File: config.mk
export PLATFORM = sky130hd
export DESIGN_NAME = dram_bank_ctrl
export DESIGN_NICKNAME = d
export VERILOG_FILES = /design/src/rtl/dram_pkg.sv /design/src/rtl/dram_bank_ctrl.sv
export SDC_FILE = /design/constraint.sdc
export NUM_CORES = 1
export LEC_CHECK = 0
export CAP_MARGIN = 20
export CORE_AREA = 2 2 39 41
export CTS_BUF_LIST = sky130_fd_sc_hd__clkbuf_8
export DETAILED_ROUTE_END_ITERATION = 10
export DIE_AREA = 0 0 41 43
export GPL_TIMING_DRIVEN = 0
export SLEW_MARGIN = 20
export SYNTH_ARGS = -nofsm -noshare
export SYNTH_HDL_FRONTEND = slang
export SYNTH_SLANG_ARGS = --single-unit
export TNS_END_PERCENT = 20
File: constraint.sdc
create_clock -name clk -period 1.75 [get_ports clk]
set_input_delay 0.525 -clock clk [delete_from_list [all_inputs] [get_ports clk]]
set_output_delay 0.525 -clock clk [all_outputs]
set_load 0.1 [all_outputs]
File: src/rtl/dram_pkg.sv
// dram_pkg: command and bank-state encodings
// shared by the multi-bank DRAM model.
package dram_pkg;

    typedef enum logic [2:0] {
        NOP  = 3'b000,
        ACT  = 3'b001,
        RD   = 3'b010,
        WR   = 3'b011,
        PRE  = 3'b100,
        PREA = 3'b101
    } cmd_e;

    typedef enum logic {
        IDLE   = 1'b0,
        ACTIVE = 1'b1
    } bank_state_e;

endpackage

File: src/rtl/dram_bank_ctrl.sv
// dram_bank_ctrl: one bank's open/idle state,
// open row and tRCD/tRP down-counter.
module dram_bank_ctrl
    import dram_pkg::*;
#(
    parameter int ROW_W = 6,
    parameter int CNT_W = 1,
    parameter int T_RCD = 2,
    parameter int T_RP  = 2
) (
    input  logic             clk,
    input  logic             rst_n,
    input  logic             do_act,
    input  logic             do_pre,
    input  logic [ROW_W-1:0] row,
    output logic             act_ok,
    output logic             rd_wr_ok,
    output logic [ROW_W-1:0] open_row
);

    bank_state_e      state_q, state_d;
    logic [ROW_W-1:0] row_q, row_d;
    logic [CNT_W-1:0] cnt_q, cnt_d;

    // Bank state register.
    always_ff @(posedge clk or negedge rst_n) begin
        if (!rst_n) begin
            state_q <= IDLE;
            row_q   <= '0;
            cnt_q   <= '0;
        end else begin
            state_q <= state_d;
            row_q   <= row_d;
            cnt_q   <= cnt_d;
        end
    end

    // Next state; counter loads T-1 so the command
    // becomes legal exactly T cycles after acceptance.
    always_comb begin
        state_d = state_q;
        row_d   = row_q;
        cnt_d   = (cnt_q != '0) ? cnt_q - CNT_W'(1) : cnt_q;
        if (do_act) begin
            state_d = ACTIVE;
            row_d   = row;
            cnt_d   = CNT_W'(T_RCD - 1);
        end else if (do_pre && state_q == ACTIVE) begin
            state_d = IDLE;
            cnt_d   = CNT_W'(T_RP - 1);
        end
    end

    assign act_ok   = (state_q == IDLE)   && (cnt_q == '0);
    assign rd_wr_ok = (state_q == ACTIVE) && (cnt_q == '0);
    assign open_row = row_q;

endmodule

## After elaboration in Yosys (flattened, before gate mapping)

Cells that the tools add are included.

- Flip-flop bits (word level): 8
- Word-level logic and storage cells: 15

- Bitwise gates (word level): 2
- $add $sub $neg: 1
- Muxes and demuxes: 5
- Reductions and logical operators: 4

Operators with widths:

| kind | number |
|---|---|
| $mux 1 | 5 |
| $logic_and 1x1->1 | 3 |
| $not 1->1 | 2 |
| $reduce_bool 2->1 | 1 |
| $sub 1x1->1 const B | 1 |

## Logic depth before layout (Yosys ltp)

- Depth after elaboration: 4
- Gate-level depth with buffers: 2
- Depth with buffers taken out: 2

## Least setup slack after synthesis

No wires, ideal clock.

- Path type: reg2out
- From: reg state_q
- To: out rd_wr_ok
- Arrival: 1.718 ns
- Path slack: -0.493 ns
- Path buffers: 0
- Required time: 1.225 ns
- Cell stages (with the launch flop): 2
- Path through: dfrtp_1 > nor2b_1

- Word-level cells in the longest chain between the ends: 1

Ends and longest elaborated chain:

| element | RTL line | RTL |
|---|---|---|
| from (decl) | dram_bank_ctrl.sv:21 | `bank_state_e state_q, state_d;` |
| from (signal assigned) | dram_bank_ctrl.sv:32 | `state_q <= state_d;` |
| $logic_and 1x1->1 | dram_bank_ctrl.sv:55 | `assign rd_wr_ok = (state_q == ACTIVE) && (cnt_q == '0);` |
| to (decl) | dram_bank_ctrl.sv:17 | `output logic rd_wr_ok,` |

Every way passes these cells.

## Worst setup path in the final report

- From: reg row_q[3], in the netlist open_row[3]
- To: out open_row[3]

RTL lines:

| element | RTL line | RTL |
|---|---|---|
| from (decl) | dram_bank_ctrl.sv:22 | `logic [ROW_W-1:0] row_q, row_d;` |
| from (signal assigned) | dram_bank_ctrl.sv:33 | `row_q <= row_d;` |
| to (decl) | dram_bank_ctrl.sv:18 | `output logic [ROW_W-1:0] open_row` |

No word-level cell between the ends.

==> impl_metrics.toml <==
[status]
status = "complete, no violations"

[clock_network]
path_clk_slew_ns = 0.04
htreeDepth = 1
cts.sinks = 8
cts_root_buffer = "clkbuf_8"
hold_buffers = 0
cts_tree = "done"
clock_latency_ns = 0.23
cts_buffers = 3
clockBufferDepth = 2

[sta]
finalCritPeriodShare_pct = 95.8
worstMarginPinSlew_ns = 0.556
hold_viol = 0
finClkSkew_ns = 0.0000203
tns_ns = 0
min_period_ns = 1.68
fin_ws_ns = 0.0730
rsz0062_at_grt = "no"
setup_viol = 0
slew_headroom_pct = 63.1
max_freq_mhz = 596
slew_violations = 0

[layout]
n_antenna_cell = 0
drive_gt1_share_pct = 53.8
instances_no_fill = 55
fill_cells = 134
area.growth.synth_to_final_pct = 68.0
nets = 51
utilization_pct = 40.4

[critical_path]
cp_data_required_time_ns = 1.22
reg2reg_slack_ns = 0.98
crit_family = "buffers and inverters"
crit_path_start_kind = "flip-flop"
path_buf_inv = 1
r2r_end = "open_row[3]$_DFFE_PN0P_"
critPathArrivalTime_ns = 1.15
startpoint = "open_row[3]$_DFFE_PN0P_"
crit_fanout = 2
worst_path_largest_cell_delay_ns = 0.57
path_cells = "clkdlybuf4s15_2"
crit_path_end = "open_row[3]"
r2r-start = "open_row[3]$_DFFE_PN0P_"
path_depth = 1
reg2regPathDepth = 1
worstSetupPathType = "flip-flop to output port"
endpoint_kind = "output port"
critPathSlowestCell = "clkdlybuf4s15_2"

[drt]
dr_wl_met3_um = 34
ant_nets = 0
dr.max_layer_used = "met4"
wire_per_inst_um = 12.8
dr_total_vias = 226
drc = 0
drtIter0Drc = 0
via_per_inst = 4.11
met2_length_um = 347
wl_met1_um = 281
first_pass_iters = 1
drt_wl_total_um = 706

[synthesis]
syn_nets = 30
yosysTopAreaCellShare_pct = 60.2
synth_seq_area_share_pct = 60.2
postSynthRegisterBits = 8
synthTopCellsByArea = "dfrtp_1 60%, mux2_4 27%, a21o_2 5.3%, buf_6 3.4%, nor2b_1 1.9%"
synth_area_per_cell_um2 = 16.6
ys_types = 7
yosys_warnings = 0
synth_top_area_cell = "dfrtp_1"
synth_cells = 20
syn_area_um2 = 333

[floorplan]
row_count = 14
start_util_pct = 24.1
dieWidth_um = 41
ios = 18
die_h_um = 43
dieArea_um2 = 1760
core_region_area_um2 = 1380

[grt]
grt_pass1_wl_um = 1240
grt_pass1_vias = 263
antenna_found_initial = 0
grt_max_degree = 9
grt-ovfl-total = 0
track_usage_pct = 12.0

[place]
dp_hpwl_um = 551
gp_congestion = 0.637
portBuffers = 16
placedCellCount = 52
place_ws_ns = -0.422

[min_path]
hp-class = "flip-flop to flip-flop"
whs_path_depth = 1

[pwr]
powerDensity_nw_per_um2 = 1150
p_leak_nw = 0.258
p_total_mw = 0.645
irDropWorstVdd_mv = 0.348

[run]
cap_violations = 0
-- worst min path at each step --
| stage | slack (ns) | startpoint | to |
|---|---|---|---|
| floorplan | 0.23 | rst_n | cnt_q$_DFF_PN0_ |
| global placement | 0.50 | open_row[5]$_DFFE_PN0P_ | open_row[5]$_DFFE_PN0P_ |
| detailed placement | 0.49 | open_row[1]$_DFFE_PN0P_ | open_row[1]$_DFFE_PN0P_ |
| CTS | 0.52 | open_row[2]$_DFFE_PN0P_ | open_row[2]$_DFFE_PN0P_ |
| global route | 0.53 | open_row[2]$_DFFE_PN0P_ | open_row[2]$_DFFE_PN0P_ |
| finish | 0.51 | open_row[2]$_DFFE_PN0P_ | open_row[2]$_DFFE_PN0P_ |
-- sequential cells by signal (all words and copies together), names as in the netlist --
name / flops
cnt_q: 1
open_row: 6
state_q: 1
-- synth_stat cells --
library cell	number
a21o_2	2
buf_6	1
dfrtp_1	8
inv_1	1
mux2_4	6
nor2_1	1
nor2b_1	1
-- cells in the final DEF, fill, tap and decap left out --
cell	count
clkbuf_8	3
nor2b_2	1
clkdlybuf4s15_2	6
buf_6	1
dfrtp_1	8
nor2_1	1
inv_1	1
a21o_2	2
clkbuf_4	2
clkdlybuf4s50_1	8
mux2_4	6
-- metal layers --
| layer | up-vias | GRT usage (%) |
|---|---|---|
| met1 | 106 | 13.0 |
| met2 | 12 | 16.3 |
| met5 | - | 0 |
| li1 | 104 | - |
| met3 | 4 | 1.57 |
| met4 | 0 | 16.0 |
-- cells by family (layout without fill, tap and decap cells) --
kind of cell / count (synthesis) / count (layout) / share of synthesized area (%)
AND/OR/NAND/NOR: 2 / 2 / 3.01
buffers and inverters: 2 / 21 / 4.51
flip-flops: 8 / 8 / 60.1
multiplexers: 6 / 6 / 27.1
AO/OA/AOI/OAI: 2 / 2 / 5.26
-- repair_timing --
item | in CTS | in global routing
endpoints found under the setup margin | 8 | 2
buffers inserted | 0 | 0
gates resized for setup | 28 | 2
-- stage by stage --
step           hold slack [ns]  cell area (µm²)
6_report                 0.509              559
3_3_place_gp             0.496              515
3_5_place_dp             0.494              515
4_1_cts                  0.517              554
2_1_floorplan            0.229              335
5_1_grt                  0.530              559
-- layout make-up --
cell class	count	area, µm²	area share [%]
sequential	8	200	35.8
buffer	1	11.3	2.01
multi-input combinational	10	120	21.5
clock buffer	3	41.3	7.38
timing repair buffer	16	163	29.1
inverter	1	3.75	0.671
tap	16	20.0	3.58
-- power by group --
| part | internal, mW | switching [mW] |
|---|---|---|
| registers | 0.203 | 0.0108 |
| logic | 0.0637 | 0.147 |
| clock network | 0.149 | 0.0719 |
Note: power is estimated with default switching activity, not from simulation.
